==> src/rtl/adc_spi_ctrl.sv <==
// adc_spi_ctrl: frame controller for a 12-bit serial ADC.
// Drives chip-select and an idle-high serial clock. Strobes the downstream
// shift_in deserializer once per captured bit, then latches its word into
// a holding register with a one-cycle valid pulse.
module adc_spi_ctrl #(
    parameter int CLK_DIV      = 4,
    parameter int FRAME_BITS   = 16,
    parameter int LEAD_BITS    = 4,
    parameter int QUIET_CYCLES = 8
) (
    input  logic        clk,
    input  logic        rst,
    input  logic        start,
    output logic        busy,
    output logic        adc_cs_n,
    output logic        adc_sclk,
    output logic        shift_ena,
    output logic        shift_clr_n,
    input  logic [11:0] shift_data,
    output logic [11:0] sample,
    output logic        sample_valid
);

    // One counter serves both the sclk half-period timing and the quiet gap.
    localparam int CNT_MAX = (CLK_DIV > QUIET_CYCLES) ? CLK_DIV : QUIET_CYCLES;
    localparam int CNT_W   = $clog2(CNT_MAX + 1);
    localparam int BIT_W   = $clog2(FRAME_BITS + 1);

    localparam logic [CNT_W-1:0] DIV_LAST   = CNT_W'(CLK_DIV - 1);
    localparam logic [CNT_W-1:0] DIV_PRE    = CNT_W'(CLK_DIV - 2);
    localparam logic [CNT_W-1:0] QUIET_LAST = CNT_W'(QUIET_CYCLES - 1);
    localparam logic [BIT_W-1:0] BIT_LAST   = BIT_W'(FRAME_BITS - 1);
    localparam logic [BIT_W-1:0] LEAD       = BIT_W'(LEAD_BITS);

    if (FRAME_BITS - LEAD_BITS != 12) begin : g_bad_frame
        $error("adc_spi_ctrl: FRAME_BITS - LEAD_BITS must equal 12");
    end

    typedef enum logic [2:0] {
        IDLE,
        ASSERT,
        SHIFT,
        CAPTURE,
        QUIET
    } state_t;

    state_t           state, state_nx;
    logic [CNT_W-1:0] cnt, cnt_nx;
    logic [BIT_W-1:0] bitcnt, bitcnt_nx;
    logic             cs_n_nx, sclk_nx, ena_nx, clr_n_nx, busy_nx, valid_nx;
    logic             load_sample;

    // State, counters and every output are registered; rst aborts any frame.
    always_ff @(posedge clk or posedge rst) begin
        if (rst) begin
            state        <= IDLE;
            cnt          <= '0;
            bitcnt       <= '0;
            adc_cs_n     <= 1'b1;
            adc_sclk     <= 1'b1;
            shift_ena    <= 1'b0;
            shift_clr_n  <= 1'b0;
            busy         <= 1'b0;
            sample_valid <= 1'b0;
            sample       <= '0;
        end else begin
            state        <= state_nx;
            cnt          <= cnt_nx;
            bitcnt       <= bitcnt_nx;
            adc_cs_n     <= cs_n_nx;
            adc_sclk     <= sclk_nx;
            shift_ena    <= ena_nx;
            shift_clr_n  <= clr_n_nx;
            busy         <= busy_nx;
            sample_valid <= valid_nx;
            if (load_sample) begin
                sample <= shift_data;
            end
        end
    end

    // Next-state and next-output decode; outputs hold unless a state changes them.
    always_comb begin
        state_nx    = state;
        cnt_nx      = cnt;
        bitcnt_nx   = bitcnt;
        cs_n_nx     = adc_cs_n;
        sclk_nx     = adc_sclk;
        ena_nx      = 1'b0;
        clr_n_nx    = shift_clr_n;
        busy_nx     = busy;
        valid_nx    = 1'b0;
        load_sample = 1'b0;
        case (state)
            IDLE: begin
                if (start) begin
                    state_nx = ASSERT;
                    cs_n_nx  = 1'b0;
                    busy_nx  = 1'b1;
                    cnt_nx   = '0;
                end
            end
            ASSERT: begin
                if (cnt == DIV_LAST) begin
                    state_nx  = SHIFT;
                    cnt_nx    = '0;
                    bitcnt_nx = '0;
                    sclk_nx   = 1'b0;
                    clr_n_nx  = 1'b1;
                end else begin
                    cnt_nx = cnt + 1'b1;
                end
            end
            SHIFT: begin
                if (cnt == DIV_LAST) begin
                    cnt_nx = '0;
                    if (!adc_sclk) begin
                        sclk_nx = 1'b1;
                    end else if (bitcnt == BIT_LAST) begin
                        state_nx = CAPTURE;
                    end else begin
                        sclk_nx   = 1'b0;
                        bitcnt_nx = bitcnt + 1'b1;
                    end
                end else begin
                    cnt_nx = cnt + 1'b1;
                    // Strobe lands in the last clk of the high phase.
                    if (adc_sclk && (cnt == DIV_PRE) && (bitcnt >= LEAD)) begin
                        ena_nx = 1'b1;
                    end
                end
            end
            CAPTURE: begin
                state_nx    = QUIET;
                load_sample = 1'b1;
                valid_nx    = 1'b1;
                cs_n_nx     = 1'b1;
                clr_n_nx    = 1'b0;
                cnt_nx      = '0;
            end
            QUIET: begin
                if (cnt == QUIET_LAST) begin
                    state_nx = IDLE;
                    busy_nx  = 1'b0;
                end else begin
                    cnt_nx = cnt + 1'b1;
                end
            end
            default: begin
                state_nx = IDLE;
            end
        endcase
    end

endmodule

==> config.mk <==
export PLATFORM = sky130hd
export DESIGN_NAME = adc_spi_ctrl
export DESIGN_NICKNAME = d
export VERILOG_FILES = /design/src/rtl/adc_spi_ctrl.sv
export SDC_FILE = /design/constraint.sdc
export NUM_CORES = 1
export LEC_CHECK = 0
export CORE_MARGIN = 8
export CORE_UTILIZATION = 51
export CTS_BUF_LIST = sky130_fd_sc_hd__clkbuf_8
export CTS_CLUSTER_DIAMETER = 30
export CTS_CLUSTER_SIZE = 10
export DETAILED_ROUTE_END_ITERATION = 7
export GPL_TIMING_DRIVEN = 0
export PLACE_DENSITY = 0.86
export RECOVER_POWER = 50
export SLEW_MARGIN = 20
export SYNTH_ARGS = -nofsm -noshare
export SYNTH_HDL_FRONTEND = slang
export SYNTH_SLANG_ARGS = --single-unit
==> constraint.sdc <==
create_clock -name clk -period 2.5 [get_ports clk]
set_input_delay 0.375 -clock clk [delete_from_list [all_inputs] [get_ports clk]]
set_output_delay 0.375 -clock clk [all_outputs]
set_load 0.1 [all_outputs]
==> out/metrics.yaml <==
met3_usage_pct: 7.44
port_buffers: 32
wire_per_inst_um: 16.1
post_cts_resized: 0
drv_slew: 0
globalplace.congestion: 0.793
use_met2_pct: 22.7
drtPass1Iterations: 4
maxCapViolations: 0
drt-initial-drc-count: 37
synth_warnings: 0
hold-path-cell-count: 1
core_um2: 2710
crit_chain: "clkdlybuf4s50_1"
clock.fmax_mhz: 418
fin_ws_ns: 0.110
ios: 33
endpoint_kind: "output pin"
h-tree-depth: 2
drc_errors: 0
cp.buffers_inverters: 1
numCtsBuffers: 5
path_delay_family: "buffers and inverters"
worstHoldPathType: "flip-flop to flip-flop"
place_ws_ns: 0.415
cp_data_arrival_time_ns: 2.01
syn_nets: 150
cp_num_cells: 1
setup_viol: 0
hold_viol: 0
placed_cell_area_um2: 1800
leakage_nw: 0.878
root_buffer: "clkbuf_8"
fin_nets: 189
cts.path.max_buffers: 2
worstSetupStartpointType: "flip-flop"
clk_pin_slew_worst_paths_ns: 0.06
vias_per_cell: 5.45
ys_types: 39
fillCellCount: 215
grt_pass1_wl_um: 5360
layout_min_cycle_time_ns: 2.39
avgSynthCellArea_um2: 11.1
synth_seq_cells: 30
relSlewSlack_pct: 25.6
setup_tns_ns: 0
area_growth_pct: 30.9
stdcell_count: 201
post_cts_buffers: 0
gr-total-overflow: 0
die_w_um: 69.1
rows: 19
post-dp-hpwl_um: 2390
grt_usage_pct: 13.8
slowest_delay_ns: 1.15
drtAntennaViolNets: 0
die_h_um: 69.1
synth_area_um2: 1440
synth-seq-area-share_pct: 52.3
worst_slew_pin_slew_ns: 1.12
wl_um: 3240
num_vias: 1096
cts_tree: "done"
skew_ns: 0.00530
busiest_layer: "met2"
rsz0062_at_grt: "no"
clk-insertion-delay-late_ns: 0.29
hold_buffers: 0
syn_inst: 130
cts_num_sinks: 30
power.density_nw_per_um2: 486
grt.met1_usage_pct: 14.0
dieArea_um2: 4780
dp.cells: 193
path_class: "flip-flop to output pin"
antenna_found_initial: 0
post-route-period-util_pct: 95.6
start_util_pct: 53.1
drive_gt1_share_pct: 15.3
ir_drop_v: 0.000519
crit_fanout: 6
slowest_stage: "clkdlybuf4s50_1"
post-route-cell-area_um2: 1880
num_antenna_cells: 0
cp.required_ns: 2.12
grt_pass1_vias: 1172
grt_max_degree: 31
outcome: "complete, no violations"
reg2regPathDepth: 6
## kinds of logic (layout without fill, tap and decap cells)
group / Yosys count / after routing / synth area share [%]
buf+inv: 14 / 54 / 4.70
simple gates: 41 / 41 / 15.7
flops: 30 / 30 / 52.3
fa+ha+maj: 5 / 5 / 4.35
compound gates: 25 / 25 / 11.6
mux: 14 / 14 / 10.8
xor+xnor: 1 / 1 / 0.609
## where the power goes
group          internal, mW  leakage (nW)  switching (mW)
clock network         0.217        0.0524           0.180
registers             0.486         0.382               0
logic                0.0193         0.444          0.0130
## metal layers
metal	part of all wire, %	wire (um)
met5	0	0
met1	41	1340
met4	1.7	56
met3	8.5	274
met2	48	1570
## state kept, by name (all words and copies together) (netlist names)
| register | flops |
|---|---|
| shift_ena | 1 |
| shift_clr_n | 1 |
| bitcnt | 5 |
| cnt | 4 |
| sample | 12 |
| adc_sclk | 1 |
| adc_cs_n | 1 |
| busy | 1 |
| state | 3 |
| sample_valid | 1 |
## final cells by class
class / instances / area, um^2 / share of cell area (%)
clock buffer: 6 / 82.6 / 4.39
sequential: 30 / 753 / 40.0
multi-input combinational: 86 / 618 / 32.8
tap: 31 / 38.8 / 2.06
clock inverter: 2 / 8.76 / 0.465
buffer: 5 / 27.5 / 1.46
inverter: 9 / 33.8 / 1.79
timing repair buffer: 32 / 320 / 17.0
## cells in the mapped netlist, drive strengths merged
library cell,number,share of area (%)
nand2b,3,1.3
o2bb2ai,1,0.61
nand2,10,2.6
o31ai,1,0.52
nor2,8,2.1
mux2,12,9.4
ha,5,4.3
nor3b,1,0.52
nand4b,1,0.61
or3b,1,0.61
mux2i,2,1.4
inv,9,2.3
nor4,1,0.44
and3,1,0.44
buf,5,2.3
nand3,2,0.70
dfstp,2,3.7
a21boi,1,0.52
o21a,2,1.0
o21ai,7,2.4
nor2b,4,1.7
o2111ai,1,0.61
o21bai,2,1.0
and3b,1,0.61
a22o,1,0.61
o22ai,3,1.7
xnor2,1,0.61
and2,1,0.44
nor3,3,1.0
nor4bb,1,0.70
a21oi,5,1.7
dfrtp,28,49
or4b,1,0.96
a311o,1,0.70
nand4,2,0.87
## stage by stage
step                      util (%)  power [mW]  hold slack (ns)
after global routing          69.5       0.943            0.521
after floorplan                  -       0.503            0.464
after CTS                     69.7       0.925            0.510
final                         69.5       0.916            0.511
after global placement        66.3       0.526            0.484
after detailed placement      66.3       0.528            0.499
## worst paths after layout
check | slack, ns | endpoint | from
setup / recovery | 0.11 | adc_sclk | adc_sclk
hold / removal | 0.51 | sample[4] | sample[4]
setup reg to reg | 0.21 | sample[5] | state[0]
hold reg to reg | 0.51 | sample[4] | sample[4]
max in group asynchronous | 1.01 | sample[9] | rst
min in group asynchronous | 0.82 | sample[3] | rst
## cell usage in the layout (no fill, tap or decap), types with 3 or more instances in the layout
cell type | synthesis | final
mux2_2 | 12 | 12
a21oi_1 | 5 | 5
ha_1 | 5 | 5
inv_1 | 9 | 10
o21ai_0 | 4 | 4
clkbuf_1 | 0 | 3
nand2_1 | 10 | 10
clkdlybuf4s50_1 | 0 | 31
o21ai_1 | 3 | 3
clkbuf_8 | 0 | 6
nor2b_1 | 4 | 4
nor2_1 | 8 | 8
nand2b_1 | 3 | 3
dfrtp_1 | 28 | 28
nor3_1 | 3 | 3
No activity file was read; power rests on OpenSTA's default activity.
